`config.mk`:
```
export PLATFORM = sky130hd
export DESIGN_NAME = picomem_wbuf
export DESIGN_NICKNAME = d
export VERILOG_FILES = /design/src/rtl/picomem_wbuf.sv
export SDC_FILE = /design/constraint.sdc
export NUM_CORES = 1
export LEC_CHECK = 0
export ABC_AREA = 0
export CAP_MARGIN = 30
export CORE_MARGIN = 2
export CORE_UTILIZATION = 50
export DETAILED_ROUTE_END_ITERATION = 10
export GPL_TIMING_DRIVEN = 0
export PLACE_DENSITY = 0.8
export SYNTH_ARGS = -nofsm -noshare
export SYNTH_HDL_FRONTEND = slang
export SYNTH_SLANG_ARGS = --single-unit
```
`constraint.sdc`:
```
create_clock -name clk -period 5.5 [get_ports clk]
set_input_delay 1.1 -clock clk [delete_from_list [all_inputs] [get_ports clk]]
set_output_delay 1.1 -clock clk [all_outputs]
set_load 0.005 [all_outputs]
```
`src/rtl/picomem_wbuf.sv`:
```
// picomem_wbuf: posted-write buffer in front of the PSRAM picomem controller.
// Latency: writes ack 1 cycle after acceptance; reads ack 1 cycle after mem_ready (forwarded reads 2 cycles after valid).
// Backpressure: a full buffer stalls writes, reads stall until drained and mem_init_ready; downstream paced by mem_ready.
// Optional feature: define PICOMEM_WBUF_FWD_EN to forward full-word buffered writes to reads.
module picomem_wbuf #(
  parameter int DEPTH = 4
) (
  input  logic                   clk,
  input  logic                   sys_resetn,
  input  logic                   valid,
  output logic                   ready,
  input  logic [31:0]            addr,
  input  logic [3:0]             wstrb,
  input  logic [31:0]            wdata,
  output logic [31:0]            rdata,
  output logic                   mem_valid,
  input  logic                   mem_ready,
  output logic [31:0]            mem_addr,
  output logic [3:0]             mem_wstrb,
  output logic [31:0]            mem_wdata,
  input  logic [31:0]            mem_rdata,
  input  logic                   mem_init_ready,
  output logic [$clog2(DEPTH):0] level
);

  localparam int PW = $clog2(DEPTH);
  localparam int LW = PW + 1;
  localparam logic [LW-1:0] FULL = LW'(DEPTH);

  typedef enum logic [1:0] {U_IDLE, U_RDWAIT, U_RESP} u_state_t;
  typedef enum logic [1:0] {D_IDLE, D_WR, D_RD} d_state_t;

  u_state_t r_u_state;
  u_state_t w_u_next;
  d_state_t r_d_state;
  d_state_t w_d_next;

  // Buffer storage: one entry per posted write.
  logic [31:0]   r_buf_addr [DEPTH];
  logic [3:0]    r_buf_strb [DEPTH];
  logic [31:0]   r_buf_dat  [DEPTH];
  logic [PW-1:0] r_wptr;
  logic [PW-1:0] r_rptr;
  logic [LW-1:0] r_level;

  logic [31:0]   r_rdata;
  logic [31:0]   r_mem_addr;
  logic [3:0]    r_mem_wstrb;
  logic [31:0]   r_mem_wdata;

  logic          w_is_wr;
  logic          w_push;
  logic          w_pop;
  logic          w_rd_pend;
  logic          w_rd_done;
  logic          w_fwd_hit;
  logic          w_rd_accept;

  assign w_is_wr     = |wstrb;
  assign w_push      = (r_u_state == U_IDLE) && valid && w_is_wr && (r_level != FULL);
  assign w_rd_accept = (r_u_state == U_IDLE) && valid && !w_is_wr;
  // mem_ready only counts while a downstream request is outstanding.
  assign w_pop       = (r_d_state == D_WR) && mem_ready;
  assign w_rd_done   = (r_d_state == D_RD) && mem_ready;
  assign w_rd_pend   = (r_u_state == U_RDWAIT) && !w_fwd_hit;

`ifdef PICOMEM_WBUF_FWD_EN
  logic          r_fwd_hit;
  logic [31:0]   r_fwd_dat;
  logic          w_m_vld;
  logic [3:0]    w_m_strb;
  logic [31:0]   w_m_dat;
  logic [PW-1:0] w_idx;

  // Scan oldest to newest so the last match left standing is the newest one.
  always_comb begin
    w_m_vld  = 1'b0;
    w_m_strb = 4'h0;
    w_m_dat  = 32'h0;
    w_idx    = '0;
    for (int i = 0; i < DEPTH; i++) begin
      w_idx = r_rptr + PW'(i);
      if ((LW'(i) < r_level) && (r_buf_addr[w_idx][31:2] == addr[31:2])) begin
        w_m_vld  = 1'b1;
        w_m_strb = r_buf_strb[w_idx];
        w_m_dat  = r_buf_dat[w_idx];
      end
    end
  end

  // Capture the lookup at read acceptance; only a full-word newest match forwards.
  always_ff @(posedge clk or negedge sys_resetn) begin
    if (!sys_resetn) begin
      r_fwd_hit <= 1'b0;
      r_fwd_dat <= 32'h0;
    end else if (w_rd_accept) begin
      r_fwd_hit <= w_m_vld && (w_m_strb == 4'hF);
      r_fwd_dat <= w_m_dat;
    end else if (r_u_state == U_RESP) begin
      r_fwd_hit <= 1'b0;
    end
  end

  assign w_fwd_hit = r_fwd_hit;
`else
  assign w_fwd_hit = 1'b0;
`endif

  // Upstream FSM state register.
  always_ff @(posedge clk or negedge sys_resetn) begin
    if (!sys_resetn) r_u_state <= U_IDLE;
    else             r_u_state <= w_u_next;
  end

  // Upstream next state: writes ack straight away, reads wait for data.
  always_comb begin
    w_u_next = r_u_state;
    case (r_u_state)
      U_IDLE: begin
        if (w_push)           w_u_next = U_RESP;
        else if (w_rd_accept) w_u_next = U_RDWAIT;
      end
      U_RDWAIT: begin
        if (w_fwd_hit || w_rd_done) w_u_next = U_RESP;
      end
      U_RESP:  w_u_next = U_IDLE;
      default: w_u_next = U_IDLE;
    endcase
  end

  // Upstream outputs: ready is high for exactly the one U_RESP cycle.
  always_comb begin
    ready = (r_u_state == U_RESP);
  end

  // Downstream FSM state register.
  always_ff @(posedge clk or negedge sys_resetn) begin
    if (!sys_resetn) r_d_state <= D_IDLE;
    else             r_d_state <= w_d_next;
  end

  // Downstream next state: writes drain first, a read goes only once empty.
  always_comb begin
    w_d_next = r_d_state;
    case (r_d_state)
      D_IDLE: begin
        if (mem_init_ready) begin
          if (r_level != '0)  w_d_next = D_WR;
          else if (w_rd_pend) w_d_next = D_RD;
        end
      end
      D_WR:    if (mem_ready) w_d_next = D_IDLE;
      D_RD:    if (mem_ready) w_d_next = D_IDLE;
      default: w_d_next = D_IDLE;
    endcase
  end

  // Downstream outputs: mem_valid follows the state so reset drops it at once.
  always_comb begin
    mem_valid = (r_d_state != D_IDLE);
  end

  // Launch registers: loaded only when leaving D_IDLE, so they hold until mem_ready.
  always_ff @(posedge clk or negedge sys_resetn) begin
    if (!sys_resetn) begin
      r_mem_addr  <= 32'h0;
      r_mem_wstrb <= 4'h0;
      r_mem_wdata <= 32'h0;
    end else if (r_d_state == D_IDLE && w_d_next == D_WR) begin
      r_mem_addr  <= r_buf_addr[r_rptr];
      r_mem_wstrb <= r_buf_strb[r_rptr];
      r_mem_wdata <= r_buf_dat[r_rptr];
    end else if (r_d_state == D_IDLE && w_d_next == D_RD) begin
      r_mem_addr  <= addr;
      r_mem_wstrb <= 4'h0;
      r_mem_wdata <= 32'h0;
    end
  end

  // Entry payload write; contents need no reset since level gates every use.
  always_ff @(posedge clk) begin
    if (w_push) begin
      r_buf_addr[r_wptr] <= addr;
      r_buf_strb[r_wptr] <= wstrb;
      r_buf_dat[r_wptr]  <= wdata;
    end
  end

  // Pointers wrap naturally since DEPTH is a power of two.
  always_ff @(posedge clk or negedge sys_resetn) begin
    if (!sys_resetn) begin
      r_wptr  <= '0;
      r_rptr  <= '0;
      r_level <= '0;
    end else begin
      if (w_push) r_wptr <= r_wptr + 1'b1;
      if (w_pop)  r_rptr <= r_rptr + 1'b1;
      case ({w_push, w_pop})
        2'b10:   r_level <= r_level + 1'b1;
        2'b01:   r_level <= r_level - 1'b1;
        default: r_level <= r_level;
      endcase
    end
  end

  // Read data is captured on completion and held until the next read returns.
  always_ff @(posedge clk or negedge sys_resetn) begin
    if (!sys_resetn) begin
      r_rdata <= 32'h0;
    end else if (r_u_state == U_RDWAIT) begin
      if (w_rd_done) r_rdata <= mem_rdata;
`ifdef PICOMEM_WBUF_FWD_EN
      else if (r_fwd_hit) r_rdata <= r_fwd_dat;
`endif
    end
  end

  assign rdata     = r_rdata;
  assign mem_addr  = r_mem_addr;
  assign mem_wstrb = r_mem_wstrb;
  assign mem_wdata = r_mem_wdata;
  assign level     = r_level;

endmodule

```
Word-level counts from Yosys, hierarchy flattened
Memories as Yosys holds them, arrays and structs flattened.
Index checks and enable logic that the tools add are counted.
{"block": "totals", "register_bits": 111, "latch_bits": 0, "mem_bits_rw": 272, "romBits": 0, "inputBits": 105, "out_inout_bits": 105, "elab_cells": 64, "memories": 3}
{"block": "classes", "addsub": 4, "n_mul": 0, "div": 0, "n_lt_le_gt_ge": 0, "n_eq_ne": 11, "shift": 0, "mux": 18, "n_bitwise": 0, "n_reduce_logical": 19}
{"name": "r_buf_addr", "depth": 4, "width": 32, "rd": 1, "rd_ports_with_merged_regs": 0, "write_ports": 1, "line_no": "39", "rtl": "logic [31:0] r_buf_addr [DEPTH];"}
{"name": "r_buf_dat", "depth": 4, "width": 32, "rd": 1, "rd_ports_with_merged_regs": 0, "write_ports": 1, "line_no": "41", "rtl": "logic [31:0] r_buf_dat [DEPTH];"}
{"name": "r_buf_strb", "depth": 4, "width": 4, "rd": 1, "rd_ports_with_merged_regs": 0, "write_ports": 1, "line_no": "40", "rtl": "logic [3:0] r_buf_strb [DEPTH];"}
{"cell": "two-way mux 32 bit", "count": 4}
{"cell": "two-way mux 2 bit", "count": 7}
{"cell": "== test 2 x 1 -> 1 bit (second input constant)", "count": 4}
{"cell": "== test 2 bit (second input constant)", "count": 4}
{"cell": "logical AND 1 bit", "count": 8}
{"cell": "two-way mux 4 bit", "count": 2}
{"cell": "case mux 2 bit (2 select lines)", "count": 2}
{"cell": "inequality test 3 bit (second input constant)", "count": 2}
{"cell": "case mux 3 bit (2 select lines)", "count": 1}
{"cell": "nonzero test 2 bit", "count": 3}
{"cell": "adder 2 x 1 -> 2 bit (second input constant)", "count": 2}
{"cell": "logical NOT 2 bit", "count": 2}
{"cell": "AND reduction 2 bit", "count": 2}
{"cell": "OR reduction 4 bit", "count": 1}
{"cell": "adder 3 x 1 -> 3 bit (second input constant)", "count": 1}
{"cell": "nonzero test 3 bit", "count": 1}
{"cell": "subtractor 3 x 1 -> 3 bit (second input constant)", "count": 1}
{"cell": "two-way mux 1 bit", "count": 2}
{"cell": "inequality test 2 x 1 -> 1 bit (second input constant)", "count": 1}
{"cell": "OR reduction 2 bit", "count": 1}
{"cell": "logical NOT 1 bit", "count": 1}

Longest topological paths before layout
Gate-level depths: netlist of run 1.
{"block": "depth", "ltp_word": 9, "ltp_mapped": 10, "mapped_depth_nobuf": 10}

Worst setup path before layout of run 1
Ideal clock, no wire load.
{"block": "synth_timing", "path_kind": "in2reg", "start": "in valid", "end": "mem r_buf_addr[0][0] (enable)", "setup_time_ns": 0.433, "arrival_time_ns": 3.401, "required_time_ns": 5.067, "path_slack_ns": 1.666, "cell_stages": 3, "n_path_buf": 0, "path_cell_list": "nand2_1 > a311oi_1 > and2_1"}
{"block": "synth_via", "elab_chain_cells": 5}
{"element": "start: declaration", "line_no": "10", "rtl": "input logic valid,"}
{"element": "logical AND 1 bit (3 in a row)", "line_no": "60", "rtl": "assign w_push = (r_u_state == U_IDLE) && valid && w_is_wr && (r_level != FULL);"}
{"element": "two-way mux 1 bit", "line_no": "182", "rtl": "if (w_push) begin"}
{"element": "two-way mux 1 bit (implied by the code)", "line_no": "183", "rtl": "r_buf_addr[r_wptr] <= addr;"}
{"element": "end: declaration", "line_no": "39"}
Every way passes these cells.

Worst setup path after layout of run 1
{"block": "layout_timing", "start": "in wstrb[3]", "end": "mem r_buf_dat[2][23] (enable)"}
{"block": "layout_via", "elab_chain_cells": 5}
{"element": "start: declaration", "line_no": "13", "rtl": "input logic [3:0] wstrb,"}
{"element": "OR reduction 4 bit", "line_no": "59", "rtl": "assign w_is_wr = |wstrb;"}
{"element": "logical AND 1 bit (2 in a row)", "line_no": "60"}
{"element": "two-way mux 1 bit", "line_no": "182"}
{"element": "two-way mux 1 bit (implied by the code)", "line_no": "185", "rtl": "r_buf_dat[r_wptr] <= wdata;"}
{"element": "end: declaration", "line_no": "41"}
Every way passes these cells.

==> results_tabular.tex, run 1 <==
\begin{tabular}{lr}
\hline
Metric & Value \\
\hline
\multicolumn{2}{l}{\textbf{Global routing}} \\
Largest net degree at the start of global routing & 81 \\
Overall global routing resource usage & roughly a fifth \\
Number of global-route vias before repair & between 7000 and 8000 \\
Total overflow reported by the global router & 0 \\
First-pass GRT wire length & about 45 mm \\
Number of antenna violations at the first check in global routing & 0 \\
\multicolumn{2}{l}{\textbf{STA}} \\
Max-slew headroom at the worst pin & around a third \\
Max-slew violation total from the final report & 0 \\
Tightest hold margin & approximately 470 ps \\
Max Freq & just under 300 MHz \\
Post-layout min period & $\sim$3400 ps \\
Unrepaired setup endpoints after global routing & false \\
Transition time at the pin with the least slew margin & 981 ps \\
Clock skew after layout & $\sim$11 ps \\
Count of endpoints failing hold in the final timing report & 0 \\
Crit share post-route & a little over 60\% \\
Setup-violating endpoint count in the final report & 0 \\
\multicolumn{2}{l}{\textbf{Clock network}} \\
TritonCTS Sinks & roughly 380 \\
Deepest clock path buffer count & 3 \\
Clock latency at the later pin of the worst-skew pair & between 500 and 600 ps \\
Clk root buf & clkbuf\_16 \\
Clock-pin transition on the worst setup and hold timing paths & $\sim$60 ps \\
Post-cts sizing count & 0 \\
Num CTS Buffers & 38 \\
Number of setup buffers added after CTS & 0 \\
H-tree Lvls & 2 \\
Hold-fix buffer count after cts & 0 \\
Clock tree from TritonCTS & done \\
\multicolumn{2}{l}{\textbf{Logic synthesis}} \\
Mean instance size in the synthesized netlist & about 21 um\^{}2 \\
Most used DFF post-synth & edfxtp\_1 \\
Async S/R FF share, synth & 29.0\% \\
Number of synthesized register bits & 383 \\
Synthesized netlist cell count & between 600 and 700 \\
Number of flops mapped to enable cells by yosys & 272 \\
Post-synthesis cell area & $\sim$14000 um\^{}2 \\
Syn Nets & 805 \\
Fraction of the yosys area taken by sequential cells & approximately three quarters \\
Count of unique library cells instantiated by Yosys & 38 \\
Yosys warnings & 0 \\
\multicolumn{2}{l}{\textbf{Final layout}} \\
Net count of the finished layout & 1059 \\
Diodes inserted & 0 \\
Layout Area Growth over Synthesis & 27.5\% \\
Layout cell share with drive strength beyond 1 & 19.0\% \\
Storage element area & 10900 um\^{}2 \\
Number of fill cells & between 1500 and 2000 \\
Post-layout instance count excluding filler cells & about 1400 \\
Combined area of the multi-input logic cells & about 3200 um\^{}2 \\
\multicolumn{2}{l}{\textbf{Routing}} \\
Aggregate routed wire length & 29.1 mm \\
Routed wire length per instance & 21.4 um \\
Detailed-router iteration count before antenna repair & 6 \\
Average vias per placed instance & between 5 and 6 \\
Initial DRC count & around 480 \\
Antenna Violating Nets Remaining & 0 \\
DRC errors left & 0 \\
Via count of the routed design & around 7500 \\
\multicolumn{2}{l}{\textbf{Critical path}} \\
Type of the worst setup path & input port to flip-flop \\
Startpoint types & input port \\
Maximum fanout along the worst path & 36 \\
Critical Path RT & 5690 ps \\
Crit path arrival time & 3560 ps \\
Category of the worst setup path capture point & flip-flop \\
\multicolumn{2}{l}{\textbf{Floorplanning}} \\
Floorplan die height & approximately 170 um \\
Area inside the core boundary & 28500 um\^{}2 \\
Die Wd & 173 um \\
Row count & between 60 and 70 \\
Overall die area & 30100 um\^{}2 \\
Top-level port count & 210 \\
Initial core utilization & 50.4\% \\
\multicolumn{2}{l}{\textbf{Place}} \\
Cell total after placement & 1288 \\
Count of input and output buffers & around 210 \\
HPWL Detailed & between 15 and 20 mm \\
Weighted congestion reported at the end of routability-driven placement & $\sim$0.76 \\
\multicolumn{2}{l}{\textbf{Power and ir drop}} \\
Maximum resistive drop on vdd & 0.381 mV \\
Total chip power & 0.00960 W \\
Areal power density over the cells & between 500 and 600 nW/um\^{}2 \\
Static leakage & between 6 and 7 nW \\
\multicolumn{2}{l}{\textbf{Hold path}} \\
Type of the worst min-delay path & flip-flop to flip-flop \\
\multicolumn{2}{l}{\textbf{Outcome}} \\
Outcome & finished, final reports clean \\
\multicolumn{2}{l}{\textbf{Job}} \\
Number of maximum-capacitance constraint violations & 0 \\
\hline
\end{tabular}
-- final timing paths --
kind	start	endpoint	slack, ps	cells after the start
max	wstrb[3]	r_buf_dat[2][23]	2140	5
min	mem_addr[14]	mem_addr[14]	470	1
max reg2reg	level[0]	r_buf_dat[2][23]	2750	4
min reg2reg	mem_addr[14]	mem_addr[14]	470	1
max in group asynchronous	sys_resetn	mem_wstrb[0]	4280	2
min in group asynchronous	sys_resetn	mem_addr[7]	480	1
-- sequential cells by signal, summed over array words and instances, names as in the netlist --
signal	count
r_buf_addr	128
r_buf_dat	128
mem_addr	32
mem_wdata	32
rdata	32
r_buf_strb	16
mem_wstrb	4
level	3
r_d_state	2
r_rptr	2
r_u_state	2
r_wptr	2
-- worst max-delay path: stages --
cell and delay (ps):
clkdlybuf4s50_1 550, nor4_1 130, a311oi_1 780, and2_4 660
buf_16 300
-- kinds of logic after synthesis --
logic type | Yosys count | share of synthesized area (%)
AO/OA/AOI/OAI | 113 | 6.45
XOR/XNOR | 6 | 0.366
adder cells (fa/ha/maj) | 10 | 0.924
buffers and inverters | 46 | 1.59
flip-flops | 383 | 76.2
multiplexers | 100 | 13.2
AND/OR/NAND/NOR | 32 | 1.25
-- placed cells by master, fill, tap and decap left out, types with 4 or more instances in the layout --
| master | n |
|---|---|
| clkdlybuf4s50_1 | 208 |
| dfrtp_1 | 111 |
| nand2_1 | 8 |
| ha_1 | 9 |
| clkbuf_8 | 7 |
| buf_2 | 12 |
| clkbuf_16 | 40 |
| mux4_2 | 68 |
| inv_1 | 9 |
| mux2_2 | 32 |
| edfxtp_1 | 272 |
| and2_4 | 4 |
| nor2_1 | 7 |
| buf_6 | 5 |
| clkbuf_1 | 30 |
| clkinv_2 | 5 |
| a21o_1 | 32 |
| buf_16 | 5 |
| a22o_1 | 68 |
-- metal layers --
metal | share of wire, % | vias to the layer above | routed length (um) | GRT usage [%]
met5 | 0 | - | 0 | 0
met4 | 2.1 | 0 | 624 | 5.47
met3 | 6.4 | 48 | 1860 | 3.86
met2 | 48 | 272 | 14000 | 31.9
met1 | 43 | 3891 | 12600 | 26.9
li1 | - | 3312 | - | -
-- layout make-up --
type / instances / share of cell area, %
timing repair buffer: 214 / 12.2
inverter: 9 / 0.185
sequential: 383 / 59.8
buffer: 37 / 1.07
tap: 384 / 2.63
clock buffer: 60 / 6.26
multi-input combinational: 261 / 17.4
clock inverter: 9 / 0.403
-- where the power goes --
part | internal [W] | total (W) | switching (W)
logic | 0.00164 | 0.00302 | 0.00138
registers | 0.00380 | 0.00407 | 0.000276
clock network | 0.00148 | 0.00251 | 0.00102
-- metrics by stage --
step	cell area [um^2]	setup TNS [ps]	utilization [%]	setup slack, ps
2_1_floorplan	14400	0	-	1670
3_3_place_gp	16900	-263830	59.5	-1470
3_5_place_dp	17100	0	60.0	1580
4_1_cts	18300	0	64.3	2120
5_1_grt	18300	0	64.3	1880
6_report	18300	0	64.3	2140
-- synthesized netlist by cell type, types with 2 or more instances --
cell type / number / area, um^2
edfxtp_1: 272 / 8170
dfrtp_1: 111 / 2780
a22o_1: 68 / 596
mux4_2: 68 / 1530
a21o_1: 32 / 240
mux2_2: 32 / 360
clkbuf_1: 17 / 63.8
buf_2: 12 / 60.1
ha_1: 9 / 113
inv_1: 9 / 33.8
nand2_1: 8 / 30.0
nor2_1: 7 / 26.3
and2_1: 5 / 31.3
buf_6: 4 / 45.0
a21oi_1: 3 / 15.0
buf_4: 3 / 22.5
o21ai_0: 3 / 15.0
xnor2_1: 3 / 26.3
xor2_1: 3 / 26.3
and3b_1: 2 / 17.5
nand3b_1: 2 / 15.0
No activity file was read; power rests on OpenSTA's default activity.
==> run 2: changes to the inputs <==
--- a/config.mk
+++ b/config.mk
@@ -8,10 +8,10 @@
 export ABC_AREA = 0
 export CAP_MARGIN = 30
 export CORE_MARGIN = 2
-export CORE_UTILIZATION = 50
+export CORE_UTILIZATION = 49
 export DETAILED_ROUTE_END_ITERATION = 10
 export GPL_TIMING_DRIVEN = 0
-export PLACE_DENSITY = 0.8
+export PLACE_DENSITY = 0.82
 export SYNTH_ARGS = -nofsm -noshare
 export SYNTH_HDL_FRONTEND = slang
 export SYNTH_SLANG_ARGS = --single-unit
==> constraint.sdc (replaced) <==
create_clock -name clk -period 2.7 [get_ports clk]
set_input_delay 0.54 -clock clk [delete_from_list [all_inputs] [get_ports clk]]
set_output_delay 0.54 -clock clk [all_outputs]
set_load 0.005 [all_outputs]
==> results_tabular.tex, run 2 (synthesis results as in run 1) <==
\begin{tabular}{lr}
\hline
Metric & Value \\
\hline
\multicolumn{2}{l}{\textbf{Clock network}} \\
Clock latency at the later pin of the worst-skew pair & approximately 520 ps \\
Deepest clock path buffer count & 3 \\
Clock-pin transition on the worst setup and hold timing paths & $\sim$60 ps \\
Number of setup buffers added after CTS & 0 \\
H-tree Lvls & 2 \\
Clk root buf & clkbuf\_16 \\
Clock tree from TritonCTS & done \\
TritonCTS Sinks & 383 \\
Num CTS Buffers & 40 \\
\multicolumn{2}{l}{\textbf{Floorplanning}} \\
Row count & 62 \\
Top-level port count & 210 \\
Overall die area & roughly 30000 um\^{}2 \\
Area inside the core boundary & around 29000 um\^{}2 \\
Initial core utilization & between 40\% and 50\% \\
Die Wd & 175 um \\
Floorplan die height & 175 um \\
\multicolumn{2}{l}{\textbf{Critical path}} \\
Maximum fanout along the worst path & 6 \\
Category of the worst setup path capture point & primary output \\
Type of the worst setup path & flip-flop to primary output \\
Crit path arrival time & roughly 2000 ps \\
Highest-delay cell along the critical path & clkdlybuf4s50\_1 \\
Family with the most delay on the worst path & buffers and inverters \\
Delay contributed by the slowest stage of the critical path & roughly 590 ps \\
Capture instance of the worst register-to-register path & mem\_wdata[18] \\
Critical Path RT & 2160 ps \\
Startpoint types & flip-flop \\
Cell seen most often among critical-path stages & inv\_1 \\
Worst r2r path cells & 5 \\
Buffers plus inverters on the worst setup path & 3 \\
Worst R2R Setup Slack & approximately 270 ps \\
Origin of the critical flop-to-flop path & r\_rptr[1] \\
Cell chain of the critical path & inv\_1, ha\_1, inv\_1, clkdlybuf4s50\_1 \\
\multicolumn{2}{l}{\textbf{Routing}} \\
Average vias per placed instance & approximately 5.5 \\
Aggregate routed wire length & between 20 and 30 mm \\
Routed wire length per instance & $\sim$22 um \\
Initial DRC count & between 500 and 600 \\
DRC errors left & 0 \\
Detailed-router iteration count before antenna repair & 4 \\
Antenna Violating Nets Remaining & 0 \\
Via count of the routed design & around 7500 \\
\multicolumn{2}{l}{\textbf{Place}} \\
Count of input and output buffers & approximately 210 \\
DP Area & approximately 17000 um\^{}2 \\
Minimum setup slack after placement & -781 ps \\
HPWL Detailed & $\sim$18 mm \\
Weighted congestion reported at the end of routability-driven placement & slightly above 0.7 \\
\multicolumn{2}{l}{\textbf{STA}} \\
Unrepaired setup endpoints after global routing & false \\
Worst setup margin & around 190 ps \\
Tightest hold margin & $\sim$460 ps \\
Total negative slack for setup checks & 0 ps \\
Max-slew headroom at the worst pin & 38.9\% \\
Max-slew violation total from the final report & 0 \\
Count of endpoints failing hold in the final timing report & 0 \\
Max Freq & 398 MHz \\
Transition time at the pin with the least slew margin & 916 ps \\
Clock skew after layout & approximately 21 ps \\
Post-layout min period & between 2000 and 3000 ps \\
Crit share post-route & 93.1\% \\
Setup-violating endpoint count in the final report & 0 \\
\multicolumn{2}{l}{\textbf{Final layout}} \\
Net count of the finished layout & about 1100 \\
Largest registers & r\_buf\_addr: 128 flops, r\_buf\_dat: 128 flops \\
Core Util, Final & between 60 and 70\% \\
Commonest non-fill, non-tap cells in the layout & 272 x edfxtp\_1, 208 x clkdlybuf4s50\_1, 111 x dfrtp\_1, 68 x mux4\_2, 68 x a22o\_1 \\
Combined area of the multi-input logic cells & $\sim$3200 um\^{}2 \\
Layout Area Growth over Synthesis & 28.6\% \\
Number of fill cells & 1990 \\
Layout cell share with drive strength beyond 1 & between 10\% and 20\% \\
Most frequent standard cell in the layout excluding fill and tap cells & edfxtp\_1 \\
Summed area of non-filler cells in the final layout & between 15000 and 20000 um\^{}2 \\
Storage element area & approximately 11000 um\^{}2 \\
\multicolumn{2}{l}{\textbf{Global routing}} \\
Total overflow reported by the global router & 0 \\
Number of antenna violations at the first check in global routing & 1 \\
First-pass GRT wire length & between 40 and 50 mm \\
Largest net degree at the start of global routing & 85 \\
Overall global routing resource usage & 19.4\% \\
Number of global-route vias before repair & 8020 \\
\multicolumn{2}{l}{\textbf{Outcome}} \\
Outcome & finished, final reports clean \\
\multicolumn{2}{l}{\textbf{Hold path}} \\
Type of the worst min-delay path & input port to asynchronous set/reset pin \\
\multicolumn{2}{l}{\textbf{Job}} \\
Number of maximum-capacitance constraint violations & 0 \\
\multicolumn{2}{l}{\textbf{Power and ir drop}} \\
Static leakage & slightly below 7 nW \\
Areal power density over the cells & 1090 nW/um\^{}2 \\
Maximum resistive drop on vdd & roughly 0.66 mV \\
\hline
\end{tabular}
-- run 2: cell types whose count changed in the layout (fill, tap and decap cells not counted), moves of 2 or more --
| cell | change |
|---|---|
| clkbuf_8 | -6 |
| buf_16 | -4 |
| bufinv_16 | +5 |
| clkbuf_1 | -7 |
| buf_12 | +4 |
| clkinvlp_4 | +4 |
| clkbuf_16 | +2 |
| clkinv_1 | +6 |
-- run 2: worst max-delay path by stage --
| stage | slack (ps) | from | to | cells after the start |
|---|---|---|---|---|
| after floorplan | 140 | level[0] | r_buf_addr[2][0] | 3 |
| after global placement | -3630 | sys_resetn | mem_wdata[6] | 1 |
| after detailed placement | -780 | wstrb[3] | r_buf_dat[2][3] | 5 |
| after CTS | 120 | wstrb[3] | r_buf_dat[2][3] | 5 |
| after global routing | 60 | r_d_state[1] | mem_valid | 4 |
| final | 190 | r_d_state[1] | mem_valid | 4 |
-- run 2: final cells by class --
type                       count  share of cell area, %
tap                          384                   2.60
timing repair buffer         215                   12.0
sequential                   383                   59.3
multi-input combinational    261                   17.4
inverter                       9                  0.183
buffer                        37                   1.06
antenna                        1                 0.0136
clock buffer                  50                   5.91
clock inverter                24                   1.53
-- run 2: metrics by stage --
step / std cells / total power, W
2_1_floorplan: 690 / 0.0119
3_3_place_gp: 1283 / 0.0144
3_5_place_dp: 1288 / 0.0147
6_report: 1364 / 0.0201
5_1_grt: 1364 / 0.0211
4_1_cts: 1363 / 0.0204
-- run 2: metal layers --
metal	GRT usage [%]	share of wire, %
met5	0	0
met4	5.07	2.1
met1	25.6	42
met2	32.9	50
met3	4.33	6.3
-- run 2: timing repair --
action                                  4_1_cts  5_1_grt
hold buffers                                  1        0
hold endpoints to repair                     27        0
gates resized for setup                       3        1
cloned                                        0        0
endpoints found under the setup margin      149       31
-- run 2: power by group --
part	leakage [nW]	switching, W	total [W]	internal (W)
sequential	3.85	0.000578	0.00832	0.00774
clock	0.660	0.00218	0.00563	0.00345
combinational	2.32	0.00285	0.00618	0.00333
total	6.83	0.00560	0.0201	0.0145
==> run 3: changes to the inputs <==
--- a/config.mk
+++ b/config.mk
@@ -8,10 +8,11 @@
 export ABC_AREA = 0
 export CAP_MARGIN = 30
 export CORE_MARGIN = 2
-export CORE_UTILIZATION = 49
+export CORE_UTILIZATION = 42
 export DETAILED_ROUTE_END_ITERATION = 10
 export GPL_TIMING_DRIVEN = 0
-export PLACE_DENSITY = 0.82
+export PLACE_DENSITY = 0.73
+export SLEW_MARGIN = 20
 export SYNTH_ARGS = -nofsm -noshare
 export SYNTH_HDL_FRONTEND = slang
 export SYNTH_SLANG_ARGS = --single-unit
==> results_tabular.tex, run 3 (synthesis results as in run 1) <==
\begin{tabular}{lr}
\hline
Metric & Value \\
\hline
\multicolumn{2}{l}{\textbf{Global routing}} \\
Number of global-route vias before repair & roughly 7900 \\
Largest net degree at the start of global routing & just under 60 \\
First-pass GRT wire length & 45.8 mm \\
Total overflow reported by the global router & 0 \\
Overall global routing resource usage & $\sim$17\% \\
Number of antenna violations at the first check in global routing & 1 \\
\multicolumn{2}{l}{\textbf{Floorplanning}} \\
Top-level port count & 210 \\
Floorplan die height & around 190 um \\
Die Wd & between 150 and 200 um \\
Row count & between 60 and 70 \\
Initial core utilization & 42.7\% \\
Overall die area & 35700 um\^{}2 \\
Area inside the core boundary & around 34000 um\^{}2 \\
\multicolumn{2}{l}{\textbf{Critical path}} \\
Maximum fanout along the worst path & 35 \\
Origin of the critical flop-to-flop path & r\_u\_state[0] \\
Worst r2r path cells & 5 \\
Family with the most delay on the worst path & buffers and inverters \\
Category of the worst setup path capture point & flip-flop \\
Critical Path RT & approximately 2900 ps \\
First element of the critical path & wstrb[3] \\
Delay contributed by the slowest stage of the critical path & between 600 and 700 ps \\
Startpoint types & input port \\
Crit path arrival time & around 2800 ps \\
Highest-delay cell along the critical path & and2\_4 \\
Type of the worst setup path & input port to flip-flop \\
Crit path depth & 5 \\
Cell chain of the critical path & clkdlybuf4s50\_1, nor4\_2, a311oi\_4, and2\_4, buf\_12 \\
Buffers plus inverters on the worst setup path & 2 \\
Worst R2R Setup Slack & around 170 ps \\
\multicolumn{2}{l}{\textbf{Place}} \\
Weighted congestion reported at the end of routability-driven placement & between 0.7 and 0.8 \\
Cell total after placement & around 1400 \\
HPWL Detailed & between 15 and 20 mm \\
Count of input and output buffers & 209 \\
\multicolumn{2}{l}{\textbf{Power and ir drop}} \\
Total chip power & a little over 0.02 W \\
Static leakage & slightly below 7 nW \\
Maximum resistive drop on vdd & 0.680 mV \\
Areal power density over the cells & $\sim$1100 nW/um\^{}2 \\
\multicolumn{2}{l}{\textbf{Routing}} \\
Highest metal layer with signal wires & met4 \\
Met2 WL post-DR & about 15 mm \\
Antenna Violating Nets Remaining & 0 \\
Initial DRC count & $\sim$430 \\
M1 wire length & between 10 and 15 mm \\
Aggregate routed wire length & about 30 mm \\
DRC errors left & 0 \\
Detailed-router iteration count before antenna repair & 4 \\
Length of routed met3 wiring & between 1.5 and 2 mm \\
Via count of the routed design & 7471 \\
Routed wire length per instance & 21.2 um \\
Average vias per placed instance & about 5.2 \\
\multicolumn{2}{l}{\textbf{Clock network}} \\
Deepest clock path buffer count & 3 \\
Num CTS Buffers & 41 \\
Clock latency at the later pin of the worst-skew pair & between 500 and 600 ps \\
Clock tree from TritonCTS & done \\
Clk root buf & clkbuf\_16 \\
H-tree Lvls & 2 \\
Clock-pin transition on the worst setup and hold timing paths & $\sim$50 ps \\
TritonCTS Sinks & 383 \\
\multicolumn{2}{l}{\textbf{STA}} \\
Unrepaired setup endpoints after global routing & false \\
Post-layout min period & roughly 2600 ps \\
Transition time at the pin with the least slew margin & 841 ps \\
Crit share post-route & 95.0\% \\
Tightest hold margin & -4.51 ps \\
Max-slew headroom at the worst pin & a little over two fifths \\
Total negative slack for setup checks & 0 ps \\
Setup-violating endpoint count in the final report & 0 \\
Count of endpoints failing hold in the final timing report & 11 \\
Clock skew after layout & between 20 and 30 ps \\
Max-slew violation total from the final report & 0 \\
Max Freq & $\sim$400 MHz \\
\multicolumn{2}{l}{\textbf{Hold path}} \\
Type of the worst min-delay path & input port to asynchronous set/reset pin \\
\multicolumn{2}{l}{\textbf{Outcome}} \\
Outcome & complete, but fails checks \\
Violated checks & negative hold slack \\
\multicolumn{2}{l}{\textbf{Final layout}} \\
Largest registers & r\_buf\_addr: 128 flops, r\_buf\_dat: 128 flops \\
Net count of the finished layout & roughly 1100 \\
Commonest non-fill, non-tap cells in the layout & 272 x edfxtp\_1, 208 x clkdlybuf4s50\_1, 111 x dfrtp\_1, 68 x mux4\_2, 68 x a22o\_1 \\
Core Util, Final & 55.1\% \\
Most frequent standard cell in the layout excluding fill and tap cells & edfxtp\_1 \\
Layout cell share with drive strength beyond 1 & around a fifth \\
Layout Area Growth over Synthesis & 29.1\% \\
Post-layout instance count excluding filler cells & between 1000 and 1500 \\
\multicolumn{2}{l}{\textbf{Job}} \\
Number of maximum-capacitance constraint violations & 0 \\
\hline
\end{tabular}
[run 3: layout make-up]
cell class | instances | area (um^2)
fill | 2599 | 15100
buffer | 37 | 196
clock buffer | 55 | 1110
antenna | 1 | 2.50
sequential | 383 | 10900
clock inverter | 19 | 238
multi-input combinational | 262 | 3220
timing repair buffer | 215 | 2230
inverter | 9 | 33.8
tap | 448 | 561
[run 3: repair_timing]
item                                    CTS  global route
hold endpoints to repair                  0             0
resized for setup                         2             2
buffers inserted                          0             0
endpoints found under the setup margin  155           131
gates cloned                              0             1
pin swaps                                 0             1
hold buffers                              0             0
[run 3: power by group]
| group | internal, W | switching, W |
|---|---|---|
| clock network | 0.00337 | 0.00220 |
| logic | 0.00336 | 0.00288 |
| registers | 0.00774 | 0.000570 |
| total | 0.0145 | 0.00564 |
[run 3: metal layers]
metal | GRT usage, % | vias to the layer above
met3 | 3.50 | 44
met5 | 0 | -
met1 | 22.7 | 3877
li1 | - | 3316
met4 | 5.44 | 0
met2 | 27.4 | 234
[run 3: path summary, 6_finish.rpt]
path,end
min in group clk,mem_addr[31]
max in group asynchronous,mem_wdata[0]
hold / removal,rdata[27]
setup / recovery,r_buf_addr[2][31]
setup reg to reg,r_buf_addr[2][31]
hold reg to reg,mem_addr[31]
[run 3: per-stage QoR]
step | setup slack (ps) | instance area [um^2] | hold slack (ps)
floorplan | 139 | 14400 | 244
global placement | -3860 | 17000 | 458
detailed placement | -811 | 17100 | 465
CTS | 3.36 | 18500 | 7.92
global route | 5.96 | 18500 | 17.7
finish | 134 | 18500 | -4.51
